### src/rtl/sdram_write.sv
// SDRAM write-path engine: pops 32-bit FIFO words and writes each as two 16-bit beats
// (ACT, WRITE hi, WRITE lo, PRE) and services auto-refresh. Optional byte masks: SDRAM_WRITE_MASK_EN.
module sdram_write #(
    parameter int T_RCD = 3,
    parameter int T_WR  = 2,
    parameter int T_RP  = 3,
    parameter int T_RFC = 10
) (
    input  logic        clk,
    input  logic        rst,
    output logic [2:0]  command,
    output logic [11:0] addr,
    output logic [1:0]  bank,
    output logic [15:0] data_out,
    output logic        data_oe,
    output logic [1:0]  data_mask,
    input  logic        en,
    input  logic [21:0] address,
    output logic        ready,
    input  logic        auto_refresh,
    input  logic [31:0] fifo_data,
`ifdef SDRAM_WRITE_MASK_EN
    input  logic [3:0]  fifo_mask,
`endif
    input  logic        fifo_empty,
    output logic        fifo_rd
);
    localparam logic [2:0] CMD_NOP   = 3'b111;
    localparam logic [2:0] CMD_ACT   = 3'b011;
    localparam logic [2:0] CMD_WRITE = 3'b100;
    localparam logic [2:0] CMD_PRE   = 3'b010;
    localparam logic [2:0] CMD_AR    = 3'b001;

    // T_RFC is the longest wait, so it sizes the delay counter.
    localparam int DW = $clog2(T_RFC + 1);
    localparam logic [DW-1:0] D_RCD = DW'(T_RCD - 1);
    localparam logic [DW-1:0] D_WR  = DW'(T_WR - 1);
    localparam logic [DW-1:0] D_RP  = DW'(T_RP - 1);
    localparam logic [DW-1:0] D_RFC = DW'(T_RFC - 1);

    typedef enum logic [2:0] {
        IDLE, FETCH, ACTIVATE, WR_TOP, WR_BOT, PRECHARGE, DECIDE, REFRESH
    } state_t;

    state_t         state, state_n;
    logic [DW-1:0]  delay, delay_n;
    logic [21:0]    laddress, laddress_n;
    logic           lauto_refresh, lauto_refresh_n;
    logic [31:0]    wdata, wdata_n;
    logic [2:0]     command_n;
    logic [11:0]    addr_n;
    logic [1:0]     bank_n;
    logic [15:0]    data_out_n;
    logic           data_oe_n;
    logic           fifo_rd_n;
    logic [1:0]     data_mask_n;
`ifdef SDRAM_WRITE_MASK_EN
    logic [3:0]     wmask, wmask_n;
`endif

    assign ready = (state == IDLE) && (delay == '0);

    always_ff @(posedge clk) begin
        if (rst) begin
            state         <= IDLE;
            delay         <= '0;
            laddress      <= '0;
            lauto_refresh <= 1'b0;
            wdata         <= '0;
            command       <= CMD_NOP;
            addr          <= '0;
            bank          <= '0;
            data_out      <= '0;
            data_oe       <= 1'b0;
            fifo_rd       <= 1'b0;
        end else begin
            state         <= state_n;
            delay         <= delay_n;
            laddress      <= laddress_n;
            lauto_refresh <= lauto_refresh_n;
            wdata         <= wdata_n;
            command       <= command_n;
            addr          <= addr_n;
            bank          <= bank_n;
            data_out      <= data_out_n;
            data_oe       <= data_oe_n;
            fifo_rd       <= fifo_rd_n;
        end
    end

`ifdef SDRAM_WRITE_MASK_EN
    always_ff @(posedge clk) begin
        if (rst) begin
            wmask     <= '0;
            data_mask <= 2'b00;
        end else begin
            wmask     <= wmask_n;
            data_mask <= data_mask_n;
        end
    end
`else
    assign data_mask = 2'b00;
`endif

    always_comb begin
        state_n         = state;
        delay_n         = delay;
        laddress_n      = laddress;
        lauto_refresh_n = lauto_refresh;
        wdata_n         = wdata;
        command_n       = CMD_NOP;
        addr_n          = addr;
        bank_n          = bank;
        data_out_n      = data_out;
        data_oe_n       = 1'b0;
        fifo_rd_n       = fifo_rd;
        data_mask_n     = 2'b00;
`ifdef SDRAM_WRITE_MASK_EN
        wmask_n         = wmask;
`endif
        if (delay != '0) begin
            delay_n = delay - 1'b1;
        end else begin
            case (state)
                IDLE: begin
                    if (lauto_refresh) begin
                        command_n       = CMD_AR;
                        lauto_refresh_n = 1'b0;
                        delay_n         = D_RFC;
                        state_n         = REFRESH;
                    end else if (en && !fifo_empty) begin
                        laddress_n = address & 22'h3FFFFE;
                        fifo_rd_n  = 1'b1;
                        state_n    = FETCH;
                    end
                end
                FETCH: begin
                    fifo_rd_n = 1'b0;
                    state_n   = ACTIVATE;
                end
                ACTIVATE: begin
                    wdata_n   = fifo_data;
`ifdef SDRAM_WRITE_MASK_EN
                    wmask_n   = fifo_mask;
`endif
                    command_n = CMD_ACT;
                    addr_n    = laddress[19:8];
                    bank_n    = laddress[21:20];
                    delay_n   = D_RCD;
                    state_n   = WR_TOP;
                end
                WR_TOP: begin
                    command_n  = CMD_WRITE;
                    addr_n     = {4'b0000, laddress[7:0]};
                    data_out_n = wdata[31:16];
                    data_oe_n  = 1'b1;
`ifdef SDRAM_WRITE_MASK_EN
                    data_mask_n = ~wmask[3:2];
`endif
                    state_n    = WR_BOT;
                end
                WR_BOT: begin
                    command_n  = CMD_WRITE;
                    addr_n     = {4'b0000, laddress[7:1], 1'b1};
                    data_out_n = wdata[15:0];
                    data_oe_n  = 1'b1;
`ifdef SDRAM_WRITE_MASK_EN
                    data_mask_n = ~wmask[1:0];
`endif
                    laddress_n = laddress + 22'd2;
                    delay_n    = D_WR;
                    state_n    = PRECHARGE;
                end
                PRECHARGE: begin
                    // bank register still holds the ACT bank; laddress may already have carried.
                    command_n = CMD_PRE;
                    addr_n    = '0;
                    delay_n   = D_RP;
                    state_n   = DECIDE;
                end
                DECIDE: begin
                    if (lauto_refresh) begin
                        command_n       = CMD_AR;
                        lauto_refresh_n = 1'b0;
                        delay_n         = D_RFC;
                        state_n         = REFRESH;
                    end else if (en && !fifo_empty) begin
                        fifo_rd_n = 1'b1;
                        state_n   = FETCH;
                    end else begin
                        state_n = IDLE;
                    end
                end
                REFRESH: state_n = IDLE;
                default: state_n = IDLE;
            endcase
        end
        // A request arriving in the same cycle an AR issues must not be lost.
        if (auto_refresh && en)
            lauto_refresh_n = 1'b1;
    end
endmodule

### config.mk
export PLATFORM = sky130hd
export DESIGN_NAME = sdram_write
export DESIGN_NICKNAME = d
export VERILOG_FILES = /design/src/rtl/sdram_write.sv
export SDC_FILE = /design/constraint.sdc
export NUM_CORES = 1
export LEC_CHECK = 0
export ABC_AREA = 1
export CORE_UTILIZATION = 55
export DETAILED_ROUTE_END_ITERATION = 12
export PLACE_DENSITY = 0.94
export SKIP_CTS_REPAIR_TIMING = 1
export SYNTH_ARGS = -nofsm -noshare
export SYNTH_HDL_FRONTEND = slang
export SYNTH_SLANG_ARGS = --single-unit
### constraint.sdc
create_clock -name clk -period 3.6 [get_ports clk]
set_input_delay 0.36 -clock clk [delete_from_list [all_inputs] [get_ports clk]]
set_output_delay 0.36 -clock clk [all_outputs]
set_load 0.03 [all_outputs]
* Word-level counts from Yosys, hierarchy flattened
Cells that the tools add are included.
** Operators by class
- Shifts and indexed selects :: 0
- Add/sub/neg operators :: 2
- Equal/unequal tests :: 14
- Div/mod/pow operators :: 0
- Bitwise operators :: 1
- Multiply operators :: 0
- Reduce and logical (&&, ||, !) cells :: 25
- Mux-type cells :: 22
- Order comparisons :: 0
** Operators by type and width (number)
- $pmux 12 s4 :: 1
- $mux 22 :: 2
- $pmux 22 s2 :: 1
- $pmux 16 s2 :: 1
- $pmux 3 s8 :: 1
- $add 22x2->22 const B :: 1
- $eq 3x3->1 const B :: 4
- $mux 3 :: 4
- $pmux 3 s4 :: 1
- $pmux 4 s3 :: 1
- $reduce_and 2->1 :: 6
- $reduce_bool 4->1 :: 3
- $mux 4 :: 2
- $reduce_and 4->1 :: 2
- $reduce_bool 2->1 :: 4
- $reduce_or 2->1 :: 4
- $mux 1 :: 7
- $eq 3x2->1 const B :: 2
- $ne 2x1->1 const B :: 3
- $logic_not 4->1 :: 1
- $ne 2x2->1 const B :: 2
- $sub 4x1->4 const B :: 1
- $eq 3x1->1 const B :: 1
- $logic_and 1x1->1 :: 3
- other kinds (6) :: 6
** Storage, ports and cells
- ROM bits :: 0
- Bits in latches :: 0
- Register bits :: 97
- Input bits :: 59
- RAM bits :: 0
- Logic and storage cells :: 75
- Memories kept :: 0

* Longest topological paths before layout
- Depth in word-level cells :: 5
- Mapped depth :: 11
- Depth with buffers taken out :: 10

* Worst setup path before layout
OpenSTA, ideal clock, no wires.
- Path type :: flip-flop to output port
- Start point :: register delay[0]
- End point :: output port ready
- Stages on the path, launching flop included :: 7
- Required time :: 3.240 ns
- Data arrival time :: 1.319 ns
- Path slack :: 1.921 ns
- Cells stage by stage :: dfxtp_1 inv_1 ha_1 nand2_2 nor2_8 inv_2 nor2_1
** Between the ends
- Word-level cells in the longest chain between the ends :: 2
** Ends and longest elaborated chain
- start: declaration :: line 46 : logic [DW-1:0] delay, delay_n;
- start signal: assignment :: line 78 : delay <= delay_n;
- $logic_not 4->1 :: line 61 : assign ready = (state == IDLE) && (delay == '0);
- $logic_and 1x1->1 :: line 61
- end: declaration :: line 19 : output logic ready,
Every way passes these cells.

* Worst setup path after layout
Same ends and word-level chain as after synthesis.

==> reports/qor.yml <==
outcome:
  status: "completed"
pwr:
  pwr-share-comb: 0.444
  p_switching_mw: 1.76
  power_frac_clock: 0.163
  swShare: 0.440
  power.share.sequential: 0.393
  internal_power_mw: 2.23
  leakage_nw: 2.10
  p_per_area_nw_per_um2: 708
  vdd.ir_drop.worst_uv: 335
global_route:
  overflow: 0
  grt_pass1_vias: 4433
  grt_max_degree: 60
  grt_pass1_wl_um: 19900
  gr-usage-all-layers: 0.289
  antenna_found_initial: 0
clock_network:
  cts-buffers-inserted: 9
  insertion_delay_ps: 370
  cts_buffer_depth: 2
  cts_tree: "done"
  cts-root-buf: "clkbuf_8"
  htreeDepth: 3
  cts_num_sinks: 96
  clk_pin_slew_ps: 100
final_layout:
  diodes: 0
  syn2layout_area_growth_pct: 22.6
  drive_gt1_frac: 0.0814
  nets: 781
die:
  start_util: 0.582
  dieWidth_um: 93.4
  dieArea_um2: 8720
  rows: 32
  die_height_um: 93.4
  io_pins: 97
  design.core.area_um2: 7890
critical_path:
  rr_startpoint: "state[0]$_SDFFE_PP0P_"
  path_cells: "inv_1, ha_1, nand2_2, nor2_8, inv_2, nor2_1, clkdlybuf4s50_1"
  start_kind: "register"
  reg2regPathDepth: 9
  crit_fanout: 8
  worstPathArrival_ps: 2160
  crit_path_end_kind: "output port"
  cp_top_family: "buffers and inverters"
  crit_path_max_incr_delay_ps: 670
  rrSetupSlack_ps: 1150
  r2r_end: "addr[8]$_SDFFE_PP0P_"
  critPathBufInv: 3
  cpMaxStageDelayCell: "clkdlybuf4s50_1"
  critPathKind: "reg2out"
  cp.required_ps: 3240
drt:
  wl_um: 11900
  wl_met1_um: 4880
  top_layer: "met4"
  drt-vias-per-instance: 5.69
  antenna_left: 0
  drc: 0
  wl_met3_um: 1140
  wl_met2_um: 5590
  firstDrtPassIters: 5
  vias: 4709
  post_drt_wl_per_cell_um: 14.4
  drtIter0Drc: 392
yosys:
  syn_area_um2: 4590
  synth_warnings: 0
  synth_edf_count: 0
  synth.most_common_cell: "nand2_1"
  ys_seq_area_frac: 0.419
  synthCells: 646
  synth_area_leader_cell: "dfxtp_1"
  ys_ff_latch: 96
  syn_area_per_cell_um2: 7.11
  synth_top_area_share: 0.419
  synthFlopType: "dfxtp_1"
  synth_commonest_cells: "133 x nand2_1, 111 x nor2_1, 96 x dfxtp_1"
  synth_area_leaders: "dfxtp_1 42%, nand2_1 11%, nor2_1 9.1%"
  synth_cell_type_count: 40
  async_flop_share: 0
timing:
  finalSetupTns_ps: 0
  relSlewSlack: 0.633
  final.setup.worst_slack_ps: 1080
  grt_setup_unrepaired: "no"
  hold_viol: 0
  fin_crit_ps: 2520
  finalCritPeriodShare: 0.700
  tightestPinTransition_ps: 550
  fmax_ghz: 0.397
  setup_violations: 0
  final_max_slew_viol_count: 0
  fin_skew_ps: 10.9
min_path:
  whs_path_depth: 2
  min_from: "delay[1]$_SDFFE_PP0P_"
  min_path_type: "reg2reg"
  min_to: "delay[1]$_SDFFE_PP0P_"
run:
  cap_violations: 0
placed_design:
  port-buffer-count: 93
  dp_slack_ps: 1220
  place_hpwl_um: 7990
  place.gp.congestion: 0.962
registers in the layout, summed over array words and instances (netlist names):
register / flops
addr: 12
bank: 2
command: 3
data_oe: 1
data_out: 16
delay: 4
fifo_rd: 1
laddress: 21
lauto_refresh: 1
state: 3
wdata: 32
cell usage in the layout (no fill, tap or decap), types with 3 or more instances in the layout:
| master | netlist | routed |
|---|---|---|
| o21ai_1 | 36 | 36 |
| nand2_1 | 133 | 133 |
| inv_1 | 34 | 34 |
| nor2_4 | 4 | 4 |
| a21oi_1 | 39 | 39 |
| clkinv_4 | 0 | 3 |
| buf_4 | 7 | 5 |
| o21ai_2 | 4 | 4 |
| a31oi_1 | 20 | 20 |
| dfxtp_1 | 96 | 96 |
| inv_2 | 5 | 5 |
| o211ai_1 | 3 | 3 |
| o21ai_0 | 48 | 48 |
| nor2_1 | 111 | 111 |
| clkbuf_8 | 0 | 9 |
| nor2_2 | 6 | 6 |
| nand3_1 | 28 | 28 |
| nand2_2 | 7 | 7 |
| clkdlybuf4s50_1 | 0 | 93 |
| a22oi_1 | 6 | 6 |
| nor3_1 | 3 | 3 |
metal layers:
layer,vias to the layer above,track usage
li1,2270,-
met4,0,0.142
met5,-,0
met1,2138,0.361
met3,35,0.0593
met2,266,0.474
metrics by stage:
step | util | cells | power [mW] | cell area [um^2] | hold WS [ps]
floorplan | - | 647 | 2.84 | 4600 | 437
global placement | 0.692 | 811 | 3.26 | 5460 | 452
detailed placement | 0.692 | 811 | 3.33 | 5460 | 467
CTS | 0.714 | 827 | 3.97 | 5630 | 481
global route | 0.714 | 827 | 4.23 | 5630 | 503
finish | 0.714 | 827 | 3.99 | 5630 | 480
layout make-up:
type	count	area [um^2]
multi-input combinational	473	2280
fill	603	2260
sequential	96	1920
timing repair buffer	98	968
inverter	42	164
clock buffer	10	128
tap	102	128
clock inverter	6	46.3
worst min-delay path, cell delays in order (launching register included):
cell,delay [ps]
dfxtp_1,330
nand2_1,60
a21oi_1,50
cells by family after synthesis:
family,synth area share
and+or+nand+nor,0.282
AOI/OAI and AO/OA,0.203
DFF,0.419
buffers and inverters,0.0866
xor gates and xnor gates,0.00382
adders and majority gates,0.00545
other,0.000817
how the worst max path moves through the flow:
stage | start | end | slack, ps | depth (start not counted)
6_report | delay[0]$_SDFFE_PP0P_ | ready | 1080 | 7
5_1_grt | delay[1]$_SDFFE_PP0P_ | ready | 940 | 7
4_1_cts | delay[0]$_SDFFE_PP0P_ | ready | 1050 | 7
3_5_place_dp | state[0]$_SDFFE_PP0P_ | addr[8]$_SDFFE_PP0P_ | 1220 | 9
3_3_place_gp | state[0]$_SDFFE_PP0P_ | addr[8]$_SDFFE_PP0P_ | 1290 | 9
2_1_floorplan | delay[0]$_SDFFE_PP0P_ | ready | 1920 | 6
power groups by stage:
stage | Clock (mW) | Sequential (mW) | Combinational (mW)
final | 0.650 | 1.57 | 1.77
after detailed placement | 0 | 1.58 | 1.75
after floorplan | 0 | 1.76 | 1.08
after global placement | 0 | 1.57 | 1.70
after CTS | 0.650 | 1.56 | 1.76
after global routing | 0.701 | 1.60 | 1.93
Power figures use the tool's default switching activity.
